$ cat src/rtl/fifo_ptr_pkg.sv
// Pointer helpers shared by the read- and write-side controllers of the async FIFO.
// Inputs are zero-extended to PTR_MAX_W, so the same functions serve any pointer width.
package fifo_ptr_pkg;

  localparam int PTR_MAX_W = 16;

  typedef logic [PTR_MAX_W-1:0] ptr_max_t;

  function automatic ptr_max_t bin2gray(input ptr_max_t bin);
    return bin ^ (bin >> 1);
  endfunction

  // The zero upper bits of an extended Gray value decode to zero, so the result stays exact.
  function automatic ptr_max_t gray2bin(input ptr_max_t gray);
    ptr_max_t bin;
    bin[PTR_MAX_W-1] = gray[PTR_MAX_W-1];
    for (int i = PTR_MAX_W - 2; i >= 0; i--) begin
      bin[i] = bin[i+1] ^ gray[i];
    end
    return bin;
  endfunction

endpackage

$ cat src/rtl/fifo_rd_ptr_ctrl_if.sv
// Read-side pointer bundle: the write pointer and read request in, the read pointer and flags out.
interface fifo_rd_ptr_ctrl_if #(
  parameter int ADDR_W = 3
);

  logic [ADDR_W:0]   wptr_gray;
  logic              rd_en;
  logic [ADDR_W:0]   rptr_gray;
  logic [ADDR_W-1:0] raddr;
  logic              empty;
  logic [ADDR_W:0]   count;
  logic              underflow;

  modport master (
    output wptr_gray, rd_en,
    input  rptr_gray, raddr, empty, count, underflow
  );

  modport slave (
    input  wptr_gray, rd_en,
    output rptr_gray, raddr, empty, count, underflow
  );

endinterface

$ cat src/rtl/Gray2Bin.sv
// Combinational Gray-to-binary decoder for a NUM_PIN+1 bit FIFO pointer.
module Gray2Bin
  import fifo_ptr_pkg::*;
#(
  parameter int NUM_PIN = 3
) (
  input  logic [NUM_PIN:0] gray,
  output logic [NUM_PIN:0] bin
);

  assign bin = (NUM_PIN + 1)'(gray2bin(ptr_max_t'(gray)));

endmodule

$ cat src/rtl/fifo_rd_ptr_ctrl.sv
// Read-side pointer/flag controller of an async FIFO: syncs the write Gray pointer in,
// advances the read pointer on accepted reads, and registers EMPTY, COUNT and UNDERFLOW.
module fifo_rd_ptr_ctrl
  import fifo_ptr_pkg::*;
#(
  parameter int ADDR_W = 3
) (
  input  logic              clk,
  input  logic              rst_n,
  fifo_rd_ptr_ctrl_if.slave bus
);

  localparam int PW = ADDR_W + 1;

  logic [PW-1:0] wq1;
  logic [PW-1:0] wq2;
  logic [PW-1:0] wbin;
  logic [PW-1:0] rbin;
  logic [PW-1:0] rbin_next;
  logic [PW-1:0] rgray_next;
  logic          rd_fire;

  Gray2Bin #(
    .NUM_PIN (ADDR_W)
  ) u_gray2bin (
    .gray (wq2),
    .bin  (wbin)
  );

  // EMPTY here is the registered flag, so a read is judged against the state before this edge.
  assign rd_fire    = bus.rd_en & ~bus.empty;
  assign rbin_next  = rbin + PW'(rd_fire);
  assign rgray_next = PW'(bin2gray(ptr_max_t'(rbin_next)));
  assign bus.raddr  = rbin[ADDR_W-1:0];

  always_ff @(posedge clk or negedge rst_n) begin
    if (!rst_n) begin
      wq1           <= '0;
      wq2           <= '0;
      rbin          <= '0;
      bus.rptr_gray <= '0;
      bus.empty     <= 1'b1;
      bus.count     <= '0;
      bus.underflow <= 1'b0;
    end else begin
      wq1           <= bus.wptr_gray;
      wq2           <= wq1;
      rbin          <= rbin_next;
      bus.rptr_gray <= rgray_next;
      // Comparing Gray codes directly avoids waiting on the decoder for the empty test.
      bus.empty     <= (rgray_next == wq2);
      bus.count     <= wbin - rbin_next;
      bus.underflow <= bus.rd_en & bus.empty;
    end
  end

endmodule

$ cat src/flat_wrapper.sv
// flat-port wrapper written by rule: the top's interface ports become plain ports
module fifo_rd_ptr_ctrl_flat import fifo_ptr_pkg::*;
#(
  parameter int ADDR_W = 3
)
  (clk, rst_n, bus_wptr_gray, bus_rd_en, bus_rptr_gray, bus_raddr, bus_empty, bus_count, bus_underflow);
  fifo_rd_ptr_ctrl_if #(.ADDR_W(ADDR_W)) bus_i ();
  input  logic clk;
  input  logic rst_n;
  input wire logic [$bits(bus_i.wptr_gray)-1:0] bus_wptr_gray;
  input wire logic [$bits(bus_i.rd_en)-1:0] bus_rd_en;
  output wire logic [$bits(bus_i.rptr_gray)-1:0] bus_rptr_gray;
  output wire logic [$bits(bus_i.raddr)-1:0] bus_raddr;
  output wire logic [$bits(bus_i.empty)-1:0] bus_empty;
  output wire logic [$bits(bus_i.count)-1:0] bus_count;
  output wire logic [$bits(bus_i.underflow)-1:0] bus_underflow;
  assign bus_i.wptr_gray = bus_wptr_gray;
  assign bus_i.rd_en = bus_rd_en;
  assign bus_rptr_gray = bus_i.rptr_gray;
  assign bus_raddr = bus_i.raddr;
  assign bus_empty = bus_i.empty;
  assign bus_count = bus_i.count;
  assign bus_underflow = bus_i.underflow;
  fifo_rd_ptr_ctrl #(.ADDR_W(ADDR_W)) u_core (.clk(clk), .rst_n(rst_n), .bus(bus_i));
endmodule
$ cat config.mk
export PLATFORM = sky130hd
export DESIGN_NAME = fifo_rd_ptr_ctrl_flat
export DESIGN_NICKNAME = d
export VERILOG_FILES = /design/src/rtl/fifo_ptr_pkg.sv /design/src/rtl/fifo_rd_ptr_ctrl_if.sv /design/src/rtl/Gray2Bin.sv /design/src/rtl/fifo_rd_ptr_ctrl.sv /design/src/flat_wrapper.sv
export SDC_FILE = /design/constraint.sdc
export NUM_CORES = 1
export LEC_CHECK = 0
export CORE_ASPECT_RATIO = 1.25
export CORE_MARGIN = 1.5
export CORE_UTILIZATION = 25
export CTS_BUF_LIST = sky130_fd_sc_hd__clkbuf_8
export CTS_CLUSTER_SIZE = 24
export DETAILED_ROUTE_END_ITERATION = 8
export PLACE_DENSITY = 0.49
export SETUP_SLACK_MARGIN = 0.3
export SLEW_MARGIN = 40
export SYNTH_ARGS = -nofsm -noshare
export SYNTH_HDL_FRONTEND = slang
export SYNTH_SLANG_ARGS = --single-unit
$ cat constraint.sdc
create_clock -name clk -period 2.7 [get_ports clk]
set_input_delay 0.405 -clock clk [delete_from_list [all_inputs] [get_ports clk]]
set_output_delay 0.405 -clock clk [all_outputs]
set_load 0.05 [all_outputs]
==> results of run 1 <==
## cells in the mapped netlist, types with 2 or more instances
master,count
nor4_1,3
nor2b_1,2
mux2i_1,2
xnor2_1,9
ha_1,5
nand3_1,2
xor2_1,6
inv_1,5
dfrtp_1,20
## kinds of logic (layout without fill, tap and decap cells)
kind of cell,after synthesis,in the layout,share of synthesized area
mux,2,2,0.0222
flops,21,21,0.585
compound gates,5,5,0.0472
fa+ha+maj,5,5,0.0694
buf+inv,7,29,0.0305
simple gates,10,10,0.0639
xor+xnor,17,17,0.182
## worst max-delay path: stages
cell	delay, ns
clkdlybuf4s50_1	0.41
nor2b_1	0.15
ha_1	0.18
ha_1	0.24
xnor2_2	0.35
xnor2_1	0.13
or3_1	0.37
a211oi_2	0.18
## per-stage QoR
step	hold WS (ns)	util	setup slack (ns)	std cells	cell area, sq um
global placement	0.333	0.330	0.215	124	1140
CTS	0.355	0.343	0.454	128	1180
floorplan	0.109	-	0.536	67	901
detailed placement	0.336	0.330	0.195	124	1140
finish	0.354	0.343	0.448	128	1180
global route	0.361	0.343	0.349	128	1180
## final cells by class
type / instances / area, sq um
flip-flops and latches: 21 / 527
repair buffers: 20 / 198
well taps: 39 / 48.8
multi-input cells: 39 / 347
inverters: 5 / 18.8
clock inverters: 1 / 3.75
fillers: 344 / 2270
clock buffers: 3 / 41.3
## flip-flops by register name, summed over array words and instances (netlist names)
register	cells
u_core.rbin	3
u_core.wq1	4
u_core.bus.rptr_gray	4
u_core.bus.count	4
u_core.bus.underflow	1
u_core.bus.empty	1
u_core.wq2	4
## routing by layer
metal | global-route usage | part of all wire
met4 | 0.0476 | 0.025
met5 | 0 | 0
met2 | 0.152 | 0.49
met3 | 0.0241 | 0.052
met1 | 0.106 | 0.44
## path summary, 6_finish.rpt
check	startpoint	end	slack, ns	depth (start not counted)
worst max-delay path	bus_rd_en	u_core.bus.empty	0.45	8
worst min-delay path	u_core.wq1[3]	u_core.wq2[3]	0.35	0
worst max register to register	u_core.wq2[2]	u_core.bus.count[3]	0.57	8
worst min register to register	u_core.wq1[3]	u_core.wq2[3]	0.35	0
max in group asynchronous	rst_n	u_core.bus.empty	1.94	2
min in group asynchronous	rst_n	u_core.wq1[2]	0.48	2
==> impl_metrics.csv, run 1 <==
group,metric,value,unit
cts,cts_root_buf,"clkbuf_8",
die,start_util,0.261,
global_route,first_global_vias,614,
die,fp.dieW,56.7,microns
sta,rsz0062_at_grt,"no",
synth,ys_ff_latch,21,
sta,fin_crit_sh,0.834,
synth,synth_top_area_frac,0.556,
sta,fin_skew,0.00251,ns
global_route,antenna_found_initial,0,
drt,vias,536,
synth,syn_avg_cell_area,13.4,sq um
sta,fmax,444,MHz
critical_path,crit_arrival,2.43,ns
synth,yosysWarnings,0,
cts,cts_max_level,1,
critical_path,path_class,"in2reg",
critical_path,endpoint_kind,"flop",
cells_and_area,area_delta_synth_final,31.4,%
synth,synth_area_leaders,"dfrtp_1 56%, xnor2_1 8.8%, ha_1 6.9%",
global_route,grt_max_degree,22,
cells_and_area,final_cell_mix,"20 x dfrtp_1, 19 x clkdlybuf4s50_1, 9 x xnor2_1, 6 x inv_1, 6 x xor2_1",
sta,hold_viol,0,
cells_and_area,final_common_cell,"dfrtp_1",
run_status,status,"complete, no violations",
synth,synth_fp_nets,79,
global_route,grt_usage,0.0917,
place,io_buffer_count,19,
drt,drtIter0Drc,10,
die,die_area,3970,sq um
cells_and_area,final_nets,102,
die,io_pins,20,
synth,synth_cells,67,
cells_and_area,n_antenna_cell,0,
cells_and_area,final_layout_size_suffix_gt1_frac,0.101,
critical_path,critPathMaxFanout,6,
synth,synth-edff-count,0,
drt,wl_per_cell,12.3,microns
drt,wl,1580,microns
sta,tightest_slew,0.501,ns
cts,cts_tree,"built",
cts,clk_pin_slew_worst_paths,0.07,ns
drt,drt_first_pass_iters,2,
place,gp_congestion,0.804,
die,die_h,70.1,microns
drt,viasPerCell,4.19,
global_route,grt_pass1_wl,2760,microns
synth,yosys.area.top_type,"dfrtp_1",
cts,clkSinkCount,21,
sta,relSlewSlack,0.665,
sta,setup_viol,0,
synth,ys_types,22,
drt,ant_nets,0,
cts,clock_latency,0.26,ns
cts,cts_hold_buffers,0,
sta,finalSetupTns,0,ns
cts,clockBufferDepth,2,
sta,min_period,2.25,ns
place,hpwl,1140,microns
cts,post_cts_buffers,0,
synth,syn_area,901,sq um
cts,cts.repair.resized,0,
drt,drc,0,
cts,cts_buffers,3,
synth,async_reset_ff_frac,1.00,
synth,yosysSeqAreaShare,0.585,
synth,ys.flop_type,"dfrtp_1",
critical_path,critPathRequiredTime,2.88,ns
worst_hold_path,hold_class,"reg2reg",
critical_path,start_kind,"input pin",
flow_run,cap_violations,0,
die,rows,24,
die,core_region_area,3450,sq um
global_route,overflow,0,
sta,finalMaxSlewViolations,0,
Power of run 1 is left out: the tool's default activity adds up to more than one toggle a clock period on the data nets, which glitch-free logic cannot reach.
==> run 2, diff against run 1 <==
--- a/config.mk
+++ b/config.mk
@@ -11,7 +11,7 @@
 export CTS_BUF_LIST = sky130_fd_sc_hd__clkbuf_8
 export CTS_CLUSTER_SIZE = 24
 export DETAILED_ROUTE_END_ITERATION = 8
-export PLACE_DENSITY = 0.49
+export PLACE_DENSITY = 0.51
 export SETUP_SLACK_MARGIN = 0.3
 export SLEW_MARGIN = 40
 export SYNTH_ARGS = -nofsm -noshare
==> constraint.sdc (replaced) <==
create_clock -name clk -period 1.89 [get_ports clk]
set_input_delay 0.2835 -clock clk [delete_from_list [all_inputs] [get_ports clk]]
set_output_delay 0.2835 -clock clk [all_outputs]
set_load 0.05 [all_outputs]
==> run 2 against run 1 <==
The flow now finishes with violations (setup timing). Sequential share of layout area decreased by 8.1 points. Die area unchanged. Clock skew about the same. Worst hold slack got worse by 0.0018 ns. Cell count increased by 13%. Utilization increased by 7.6 points. Global-route usage increased by 0.96 points. Clock-buffer cell count unchanged. Via count increased by 14%. Flip-flop and latch count unchanged. Highest routed layer unchanged.
==> impl_metrics.csv, run 2 (same netlist as run 1, synthesis figures left out) <==
group,metric,value,unit
die,core_region_area,3450,sq um
die,die_h,70.1,microns
drt,wl,1750,microns
global_route,grt_usage,0.101,
die,start_util,0.261,
place,hpwl,1250,microns
cts,cts_buffers,3,
die,die_area,3970,sq um
place,dpl.cell_count,138,
cts,cts_max_level,1,
cells_and_area,final_nets,119,
drt,viasPerCell,4.22,
global_route,grt_pass1_wl,2990,microns
run_status,violations,"setup timing",
cells_and_area,n_antenna_cell,0,
flow_run,cap_violations,0,
cts,cts_tree,"built",
run_status,status,"complete, but fails checks",
cts,clk_pin_slew_worst_paths,0.07,ns
sta,rsz0062_at_grt,"yes",
critical_path,endpoint_kind,"flop",
drt,drt_first_pass_iters,2,
drt,vias,612,
cts,clockBufferDepth,2,
sta,finalMaxSlewViolations,0,
cts,cts_root_buf,"clkbuf_8",
sta,setup_ws,-0.112,ns
critical_path,critPathMaxFanout,4,
global_route,first_global_vias,644,
cells_and_area,multi_input_area,499,sq um
cells_and_area,final_layout_size_suffix_gt1_frac,0.453,
cells_and_area,layout.cells.non_filler,145,
cells_and_area,area_delta_synth_final,60.4,%
sta,min_period,2.00,ns
die,rows,24,
drt,ant_nets,0,
worst_hold_path,hold_class,"in2async",
place,pre_cts_slack,-0.490,ns
sta,hold_viol,0,
cts,clock_latency,0.26,ns
sta,relSlewSlack,0.670,
global_route,grt_max_degree,22,
cells_and_area,final_common_cell,"buf_4",
cells_and_area,fillCellCount,321,
critical_path,crit_arrival,2.19,ns
global_route,overflow,0,
die,io_pins,20,
critical_path,start_kind,"flop",
sta,tightest_slew,0.498,ns
sta,finalSetupTns,-0.216,ns
global_route,antenna_found_initial,0,
cells_and_area,ff_latch_area,527,sq um
critical_path,path_class,"reg2reg",
cells_and_area,fin_util,0.418,
die,fp.dieW,56.7,microns
sta,fmax,500,MHz
sta,fin_skew,0.00243,ns
drt,wl_per_cell,12.0,microns
drt,drtIter0Drc,4,
place,gp_congestion,0.666,
drt,drc,0,
cts,clkSinkCount,21,
sta,fin_crit_sh,1.06,
sta,setup_viol,3,
critical_path,critPathRequiredTime,2.08,ns
cells_and_area,final_cell_mix,"21 x buf_4, 20 x dfrtp_1, 10 x dlygate4sd2_1, 6 x clkdlybuf4s50_1",
place,io_buffer_count,19,
## run 2: what timing repair did
action | 4_1_cts | 5_1_grt
buffers inserted | 2 | 1
pin swaps | 11 | 9
endpoints found under the setup margin | 14 | 7
hold buffers | 0 | 0
resized for setup | 18 | 12
## run 2: worst paths after layout
check	end	from	slack, ns	depth (start not counted)
setup / recovery	u_core.bus.count[2]	u_core.wq2[2]	-0.11	9
hold / removal	u_core.wq1[2]	rst_n	0.35	2
setup reg to reg	u_core.bus.count[2]	u_core.wq2[2]	-0.11	9
hold reg to reg	u_core.wq2[2]	u_core.wq1[2]	0.35	0
max in group asynchronous	u_core.bus.empty	rst_n	1.27	2
min in group clk	u_core.wq2[2]	u_core.wq1[2]	0.35	0
## run 2: stage by stage
step	hold WS, ns	cell area (sq um)
final	0.352	1450
after global placement	0.332	1270
after detailed placement	0.336	1270
after CTS	0.354	1370
after floorplan	-0.0121	943
after global routing	0.362	1450
## run 2: critical path: stages, from the launching register on
cell     delay [ns]
dfrtp_1        0.41
xor2_2         0.20
xnor2_2        0.20
xor2_1         0.26
ha_4           0.22
buf_4          0.11
inv_1          0.05
ha_4           0.16
mux2i_1        0.16
xnor2_1        0.14
## run 2: metal layers
metal,part of all wire,wire (microns),vias to the layer above,track usage
met5,0,0,-,0
met4,0.027,48,0,0.0635
met3,0.037,65,5,0.0241
met2,0.58,1010,13,0.173
met1,0.35,619,298,0.110
li1,-,-,296,-
## run 2: final cells by class
class                   instances  area share
inverters                       5      0.0130
clock inverters                 1     0.00346
clock buffers                   3      0.0286
well taps                      39      0.0338
repair buffers                 37       0.211
multi-input cells              39       0.345
flip-flops and latches         21       0.365
Power of run 2 is left out for the same reason.
==> run 3, diff against run 2 <==
--- a/config.mk
+++ b/config.mk
@@ -9,11 +9,10 @@
 export CORE_MARGIN = 1.5
 export CORE_UTILIZATION = 25
 export CTS_BUF_LIST = sky130_fd_sc_hd__clkbuf_8
-export CTS_CLUSTER_SIZE = 24
 export DETAILED_ROUTE_END_ITERATION = 8
 export PLACE_DENSITY = 0.51
 export SETUP_SLACK_MARGIN = 0.3
-export SLEW_MARGIN = 40
+export SLEW_MARGIN = 15
 export SYNTH_ARGS = -nofsm -noshare
 export SYNTH_HDL_FRONTEND = slang
 export SYNTH_SLANG_ARGS = --single-unit
==> results of run 3 <==
Same layout as run 2: the final DEF is identical, and so are final timing and power.
Power of run 3 is left out for the same reason.
